[config.mk]
export PLATFORM = sky130hd
export DESIGN_NAME = dma_copy_engine
export DESIGN_NICKNAME = d
export VERILOG_FILES = /design/src/rtl/dma_copy_engine.sv
export SDC_FILE = /design/constraint.sdc
export NUM_CORES = 1
export LEC_CHECK = 0
export BUFFER_PORTS_ARGS = -buffer_cell sky130_fd_sc_hd__buf_4
export CORE_MARGIN = 3
export CORE_UTILIZATION = 35
export CTS_CLUSTER_SIZE = 20
export DETAILED_ROUTE_END_ITERATION = 16
export HOLD_SLACK_MARGIN = 0.03
export SYNTH_ARGS = -nofsm -noshare
export SYNTH_HDL_FRONTEND = slang
export SYNTH_SLANG_ARGS = --single-unit
[constraint.sdc]
create_clock -name clk -period 6.1 [get_ports clk]
set_clock_uncertainty 0.05 [all_clocks]
set_input_delay 1.22 -clock clk [delete_from_list [all_inputs] [get_ports clk]]
set_output_delay 1.22 -clock clk [all_outputs]
set_load 0.02 [all_outputs]
[src/rtl/dma_copy_engine.sv]
// rtl/dma_copy_engine.sv - DMA copy/fill engine driving a dual-port synchronous RAM
//
// Copies len words from src_addr to dst_addr, or fills len words at dst_addr with
// fill_data, through a read-only RAM port 0 and a write-only RAM port 1.
//
// Ports:
//   clk, rst                 clock (rising edge), asynchronous active-high reset
//   start, abort             command strobe (IDLE only), terminate active command
//   mode                     0 = copy, 1 = fill
//   src_addr, dst_addr, len  command addresses and word count (0..2^AWIDTH)
//   fill_data, wbe_mask      fill pattern and byte enables for every write
//   busy, done, aborted      status: in progress, completion pulse, abort pulse
//   addr0/en0/wbe0/d0/q0     RAM port 0 (reads; wbe0 and d0 tied to zero)
//   addr1/en1/wbe1/d1        RAM port 1 (writes)
module dma_copy_engine #(
  parameter int DWIDTH = 32,
  parameter int AWIDTH = 8
) (
  input  logic                  clk,
  input  logic                  rst,
  input  logic                  start,
  input  logic                  abort,
  input  logic                  mode,
  input  logic [AWIDTH-1:0]     src_addr,
  input  logic [AWIDTH-1:0]     dst_addr,
  input  logic [AWIDTH:0]       len,
  input  logic [DWIDTH-1:0]     fill_data,
  input  logic [DWIDTH/8-1:0]   wbe_mask,
  output logic                  busy,
  output logic                  done,
  output logic                  aborted,
  output logic [AWIDTH-1:0]     addr0,
  output logic                  en0,
  output logic [DWIDTH/8-1:0]   wbe0,
  output logic [DWIDTH-1:0]     d0,
  input  logic [DWIDTH-1:0]     q0,
  output logic [AWIDTH-1:0]     addr1,
  output logic                  en1,
  output logic [DWIDTH/8-1:0]   wbe1,
  output logic [DWIDTH-1:0]     d1
);

  localparam int BW = DWIDTH / 8;
  localparam logic [AWIDTH-1:0] A_ONE = 1;
  localparam logic [AWIDTH:0]   C_ONE = 1;

  typedef enum logic [1:0] {IDLE, RUN, DRAIN, FIN} state_t;

  state_t              state, state_n;
  logic                mode_r, mode_n;
  logic [AWIDTH-1:0]   rd_addr, rd_addr_n;
  logic [AWIDTH-1:0]   wr_addr, wr_addr_n;
  logic [AWIDTH:0]     cnt, cnt_n;        // reads (copy) or writes (fill) still to issue
  logic [DWIDTH-1:0]   fill_r, fill_n;
  logic [BW-1:0]       wbe_r, wbe_n;
  logic                rd_en, rd_en_n;
  logic                wr_en, wr_en_n;
  logic                abrt, abrt_n;
  logic                kill;

  // Abort only acts while a command is in flight.
  assign kill = abort && (state == RUN || state == DRAIN);

  always_ff @(posedge clk or posedge rst) begin
    if (rst) begin
      state   <= IDLE;
      mode_r  <= 1'b0;
      rd_addr <= '0;
      wr_addr <= '0;
      cnt     <= '0;
      fill_r  <= '0;
      wbe_r   <= '0;
      rd_en   <= 1'b0;
      wr_en   <= 1'b0;
      abrt    <= 1'b0;
    end else begin
      state   <= state_n;
      mode_r  <= mode_n;
      rd_addr <= rd_addr_n;
      wr_addr <= wr_addr_n;
      cnt     <= cnt_n;
      fill_r  <= fill_n;
      wbe_r   <= wbe_n;
      rd_en   <= rd_en_n;
      wr_en   <= wr_en_n;
      abrt    <= abrt_n;
    end
  end

  always_comb begin
    state_n   = state;
    mode_n    = mode_r;
    rd_addr_n = rd_addr;
    wr_addr_n = wr_addr;
    cnt_n     = cnt;
    fill_n    = fill_r;
    wbe_n     = wbe_r;
    rd_en_n   = rd_en;
    wr_en_n   = wr_en;
    abrt_n    = 1'b0;
    case (state)
      IDLE: begin
        if (start) begin
          mode_n    = mode;
          rd_addr_n = src_addr;
          wr_addr_n = dst_addr;
          cnt_n     = len;
          fill_n    = fill_data;
          wbe_n     = wbe_mask;
          if (len == '0) begin
            state_n = FIN;
          end else begin
            state_n = RUN;
            rd_en_n = ~mode;
            wr_en_n = mode;
          end
        end
      end
      RUN: begin
        if (kill) begin
          state_n = IDLE;
          rd_en_n = 1'b0;
          wr_en_n = 1'b0;
          abrt_n  = 1'b1;
        end else if (mode_r) begin
          if (cnt == C_ONE) begin
            state_n = FIN;
            wr_en_n = 1'b0;
          end else begin
            wr_addr_n = wr_addr + A_ONE;
            cnt_n     = cnt - C_ONE;
          end
        end else begin
          // Copy: the write stream trails the read stream by one cycle because
          // q0 arrives one cycle after the read is issued.
          rd_addr_n = rd_addr + A_ONE;
          wr_en_n   = 1'b1;
          if (wr_en) wr_addr_n = wr_addr + A_ONE;
          cnt_n = cnt - C_ONE;
          if (cnt == C_ONE) begin
            state_n = DRAIN;
            rd_en_n = 1'b0;
          end
        end
      end
      DRAIN: begin
        wr_en_n = 1'b0;
        if (kill) begin
          state_n = IDLE;
          abrt_n  = 1'b1;
        end else begin
          state_n = FIN;
        end
      end
      FIN: begin
        state_n = IDLE;
      end
      default: begin
        state_n = IDLE;
      end
    endcase
  end

  // Enables are gated by abort in the same cycle so the in-flight write is dropped.
  assign en0     = rd_en & ~kill;
  assign en1     = wr_en & ~kill;
  assign addr0   = rd_addr;
  assign addr1   = wr_addr;
  assign wbe1    = wbe_r;
  assign d1      = mode_r ? fill_r : q0;
  assign wbe0    = '0;
  assign d0      = '0;
  assign busy    = (state == RUN) || (state == DRAIN);
  assign done    = (state == FIN);
  assign aborted = abrt;

endmodule

# After elaboration in Yosys (flattened, before gate mapping)
# Cells that the tools add are included.
[classes]
n_bitwise = 4
n_eq_ne = 13
mux = 37
addsub = 3
n_reduce_logical = 14
[ops]
columns = ["op", "n"]
rows = [
  ["$mux 8", 8],
  ["$mux 9", 4],
  ["$mux 32", 1],
  ["$pmux 8 s2", 2],
  ["$pmux 9 s2", 1],
  ["$add 8x1->8 const B", 2],
  ["$mux 2", 7],
  ["$reduce_and 4->1", 3],
  ["$mux 1", 11],
  ["$reduce_and 5->1", 2],
  ["$eq 9x1->1 const B", 1],
  ["$logic_not 9->1", 1],
  ["$ne 3x3->1 const B", 3],
  ["$sub 9x1->9 const B", 1],
  ["$ne 2x2->1 const B", 4],
  ["$pmux 2 s4", 1],
  ["$eq 2x2->1 const B", 2],
  ["$ne 4x3->1 const B", 1],
  ["$reduce_and 2->1", 2],
  ["$ne 3x2->1 const B", 1],
  ["$pmux 1 s3", 1],
  ["$reduce_bool 3->1", 1],
  ["$and 1x1->1", 2],
  ["$eq 2x1->1 const B", 1],
  ["7 further kinds", 8],
]
[totals]
inputBits = 98
regBits = 67

# Longest topological paths before layout
[logic_depth]
ltp_word = 5
ltp_mapped = 8

# Worst setup path after synthesis
# Ideal clock, no wire load.
[synth_timing]
kind = "input to output"
start = "input abort"
end = "output en0"
t_arrival_ns = 1.560
n_path_buf = 0
stages = 2
required_time_ns = 4.830
path_slack_ns = 3.270
path_cell_list = "nand2_1 > and2_1"
[synth_between]
elab_chain_cells = 3
[synth_lines]
columns = ["item", "line", "rtl"]
rows = [
  ["start, declared", "22", "input logic abort,"],
  ["$logic_and 1x1->1", "62", "assign kill = abort && (state == RUN || state == DRAIN);"],
  ["$not 1->1", "165", "assign en0 = rd_en & ~kill;"],
  ["$and 1x1->1", "165", ""],
  ["end, declared", "33", "output logic en0,"],
]
# Every way passes these cells.

# Worst setup path in the final report
[layout_timing]
start = "register mode_r"
end = "output d1[14]"
[layout_between]
elab_chain_cells = 1
[layout_lines]
columns = ["item", "line", "rtl"]
rows = [
  ["start, declared", "50", "logic mode_r, mode_n;"],
  ["start signal, assigned", "78", "mode_r <= mode_n;"],
  ["$mux 32", "170", "assign d1 = mode_r ? fill_r : q0;"],
  ["end, declared", "40", "output logic [DWIDTH-1:0] d1"],
]
# Every way passes these cells.

==> reports/summary.txt <==
Final Setup Violations = 0
switching share of total power = 40.3%
Mapped Cells = 387
RR Endpoint = cnt[6]$_DFFE_PP0P_
Vias per Instance = 4.98
synthesized area = 4120 um^2
Core Area = 11200 um^2
CTS Buffer Depth = 2
RR Startpoint = state[1]$_DFFE_PP0P_
Critical Path Start = mode_r$_DFFE_PP0P_
Seq/Total Area, Yosys = 40.7%
Final period util = 50.6%
CP startpoint kind = flip-flop
RSZ-0062 raised after global routing = false
Area after DPL = 5260 um^2
area grow syn2layout = 35.5%
Die X = 115 um
Final Routed Wirelength = 10800 um
top_reg_cell synth = dfrtp_1
critical path class = reg2out
antenna cell count = 0
total CTS buffers = 9
CTS tree = done
FILL cells = 1042
Post-Layout Cell Count = 681
most frequent cells in the layout = 158 x buf_4, 69 x mux2_2, 67 x dfrtp_1
DRC = 0
Peak supply drop = 0.215 mV
status = finished clean
Num Clock Sinks = 67
Syn. warnings = 0
Worst-path clk slew = 0.05 ns
final core utilization = 50.0%
leakage = 2.61 nW
Max Clk Rate = 324 MHz
Worst Path Arrival = 1.82 ns
clock share of power = 19.0%
placed cells = 665
Die Area = 13100 um^2
setup ws final = 3.01 ns
r2r setup slk = 3.03 ns
Worst Tran Pin Value = 1.01 ns
Worst Setup End Kind = output port
Reg2Reg Depth = 7
Die Y = 115 um
CTS resizes = 0
grt ovf = 0
Rows = 38
Netlist cell types = 56
clock latency on the worst-skew pair = 0.32 ns
Seq cells post-synth = 67
Setup Fix Bufs, Post-CTS = 0
RePlAce Congestion = 0.812
P_sw = 1.21 mW
Max Fanout on Critical Path = 33
routed metal-1 wire length = 4440 um
Max Slew Vio Count = 0
Final #Nets = 643
commonest non-fill, non-tap cell in the layout = buf_4
initial antenna violation count = 0
via count = 3390
data required time at the worst endpoint = 4.83 ns
cell area after layout = 5580 um^2
vias in the first global route = 3558
clk root buf = clkbuf_16
sum of negative setup slack = 0 ns
met3 wire length = 879 um
TritonRoute pass-1 iters = 4
largest net degree at the start of global routing = 44
area fraction of the dominant cell type after synthesis = 40.7%
H-tree depth = 3
register share of total power = 29.3%
routed wl met2 = 5320 um
Synth Area per Inst = 10.6 um^2
DR iter-0 viols = 93
pwr/cell area = 535 nW/um^2
GRT Total Usage = 16.8%
uppermost layer routed = met4
crit path to = d1[14]
I/O pins = 191
routed len/inst = 15.8 um
Pint = 1.78 mW
number of max-cap violations = 0
Post-synth EDFFs = 0
dpl hpwl = 8170 um
Async S/R FF share, synth = 100%
hold_buf cts = 0
share of cells above drive strength 1 = 46.0%
dpl ws = 3.03 ns
Synth area leader = dfrtp_1
global-route wire length before repair = 17500 um
post-layout min period = 3.09 ns
Worst Hold Class = reg2reg
power share of the combinational group = 51.7%
Initial Util = 36.9%
port buffer count = 154
DRT antenna net count = 0
Slew headroom = 32.5%
endpoints failing hold = 0
Area contributors post-synth = dfrtp_1 41%, mux2_2 19%, buf_4 6.6%
[power groups by stage]
stage / clock [mW] / combinational (mW) / sequential [mW]
after floorplan: 0 / 1.03 / 0.900
after global placement: 0 / 1.53 / 0.874
after detailed placement: 0 / 1.56 / 0.874
after CTS: 0.585 / 1.56 / 0.875
after global routing: 0.602 / 1.69 / 0.916
final: 0.568 / 1.55 / 0.875
[cells by family after synthesis]
logic type | share of synthesized area, %
AO/OA/AOI/OAI | 11.4
adder cells (fa/ha/maj) | 2.73
buffers and inverters | 9.71
flip-flops | 40.7
multiplexers | 22.5
other | 0.0910
AND/OR/NAND/NOR | 12.8
[stage by stage]
| stage | power, mW | hold WS [ns] |
|---|---|---|
| floorplan | 1.93 | 0.424 |
| global placement | 2.40 | 0.436 |
| detailed placement | 2.43 | 0.438 |
| CTS | 3.02 | 0.457 |
| global route | 3.21 | 0.466 |
| finish | 2.99 | 0.453 |
[cell usage after synthesis, types with 3 or more instances]
master and n:
and2_1 4, a21oi_1 16, mux2_1 5, nor4_1 4, nor3b_1 5, nor3_1 4, buf_4 36, buf_2 8
buf_1 3, nand3_1 17, nand2_1 23, inv_1 11, clkbuf_1 7, ha_1 9, mux2_2 69, mux2i_1 8
and3_1 4, nand4_1 3, a2bb2oi_1 4, o21ai_0 12, o211ai_1 4, nand2b_1 5, nor2_1 12, o311ai_0 3
dfrtp_1 67, o22ai_1 7, a22oi_1 3
[worst min-delay path by stage]
stage | from | end | slack, ns | cells past startpoint
after floorplan | fill_r[10]$_DFFE_PP0P_ | fill_r[10]$_DFFE_PP0P_ | 0.42 | 1
after global placement | fill_r[22]$_DFFE_PP0P_ | fill_r[22]$_DFFE_PP0P_ | 0.44 | 1
after detailed placement | fill_r[3]$_DFFE_PP0P_ | fill_r[3]$_DFFE_PP0P_ | 0.44 | 1
after CTS | fill_r[14]$_DFFE_PP0P_ | fill_r[14]$_DFFE_PP0P_ | 0.46 | 1
after global routing | fill_r[28]$_DFFE_PP0P_ | fill_r[28]$_DFFE_PP0P_ | 0.47 | 1
final | fill_r[14]$_DFFE_PP0P_ | fill_r[14]$_DFFE_PP0P_ | 0.45 | 1
[routing by layer]
| metal | up-vias | global-route usage, % |
|---|---|---|
| met2 | 142 | 27.8 |
| met5 | - | 0 |
| li1 | 1641 | - |
| met1 | 1597 | 20.7 |
| met4 | 0 | 6.18 |
| met3 | 10 | 4.97 |
[sequential cells by signal, summed over array words and instances (netlist names)]
signal   flops
state        2
aborted      1
addr1        8
wr_en        1
fill_r      32
mode_r       1
rd_en        1
addr0        8
wbe1         4
cnt          9
[final cells by class]
type	count	area, um^2	area share, %
multi-input combinational	289	2180	39.0
clock buffer	12	256	4.59
tap	140	175	3.14
sequential	67	1680	30.0
clock inverter	4	72.6	1.30
inverter	11	41.3	0.739
timing repair buffer	158	1190	21.2
[critical path: stages (launching register included)]
cell	delay, ns
dfrtp_1	0.49
buf_4	0.42
mux2_2	0.41
buf_4	0.16
Power figures use the tool's default switching activity.
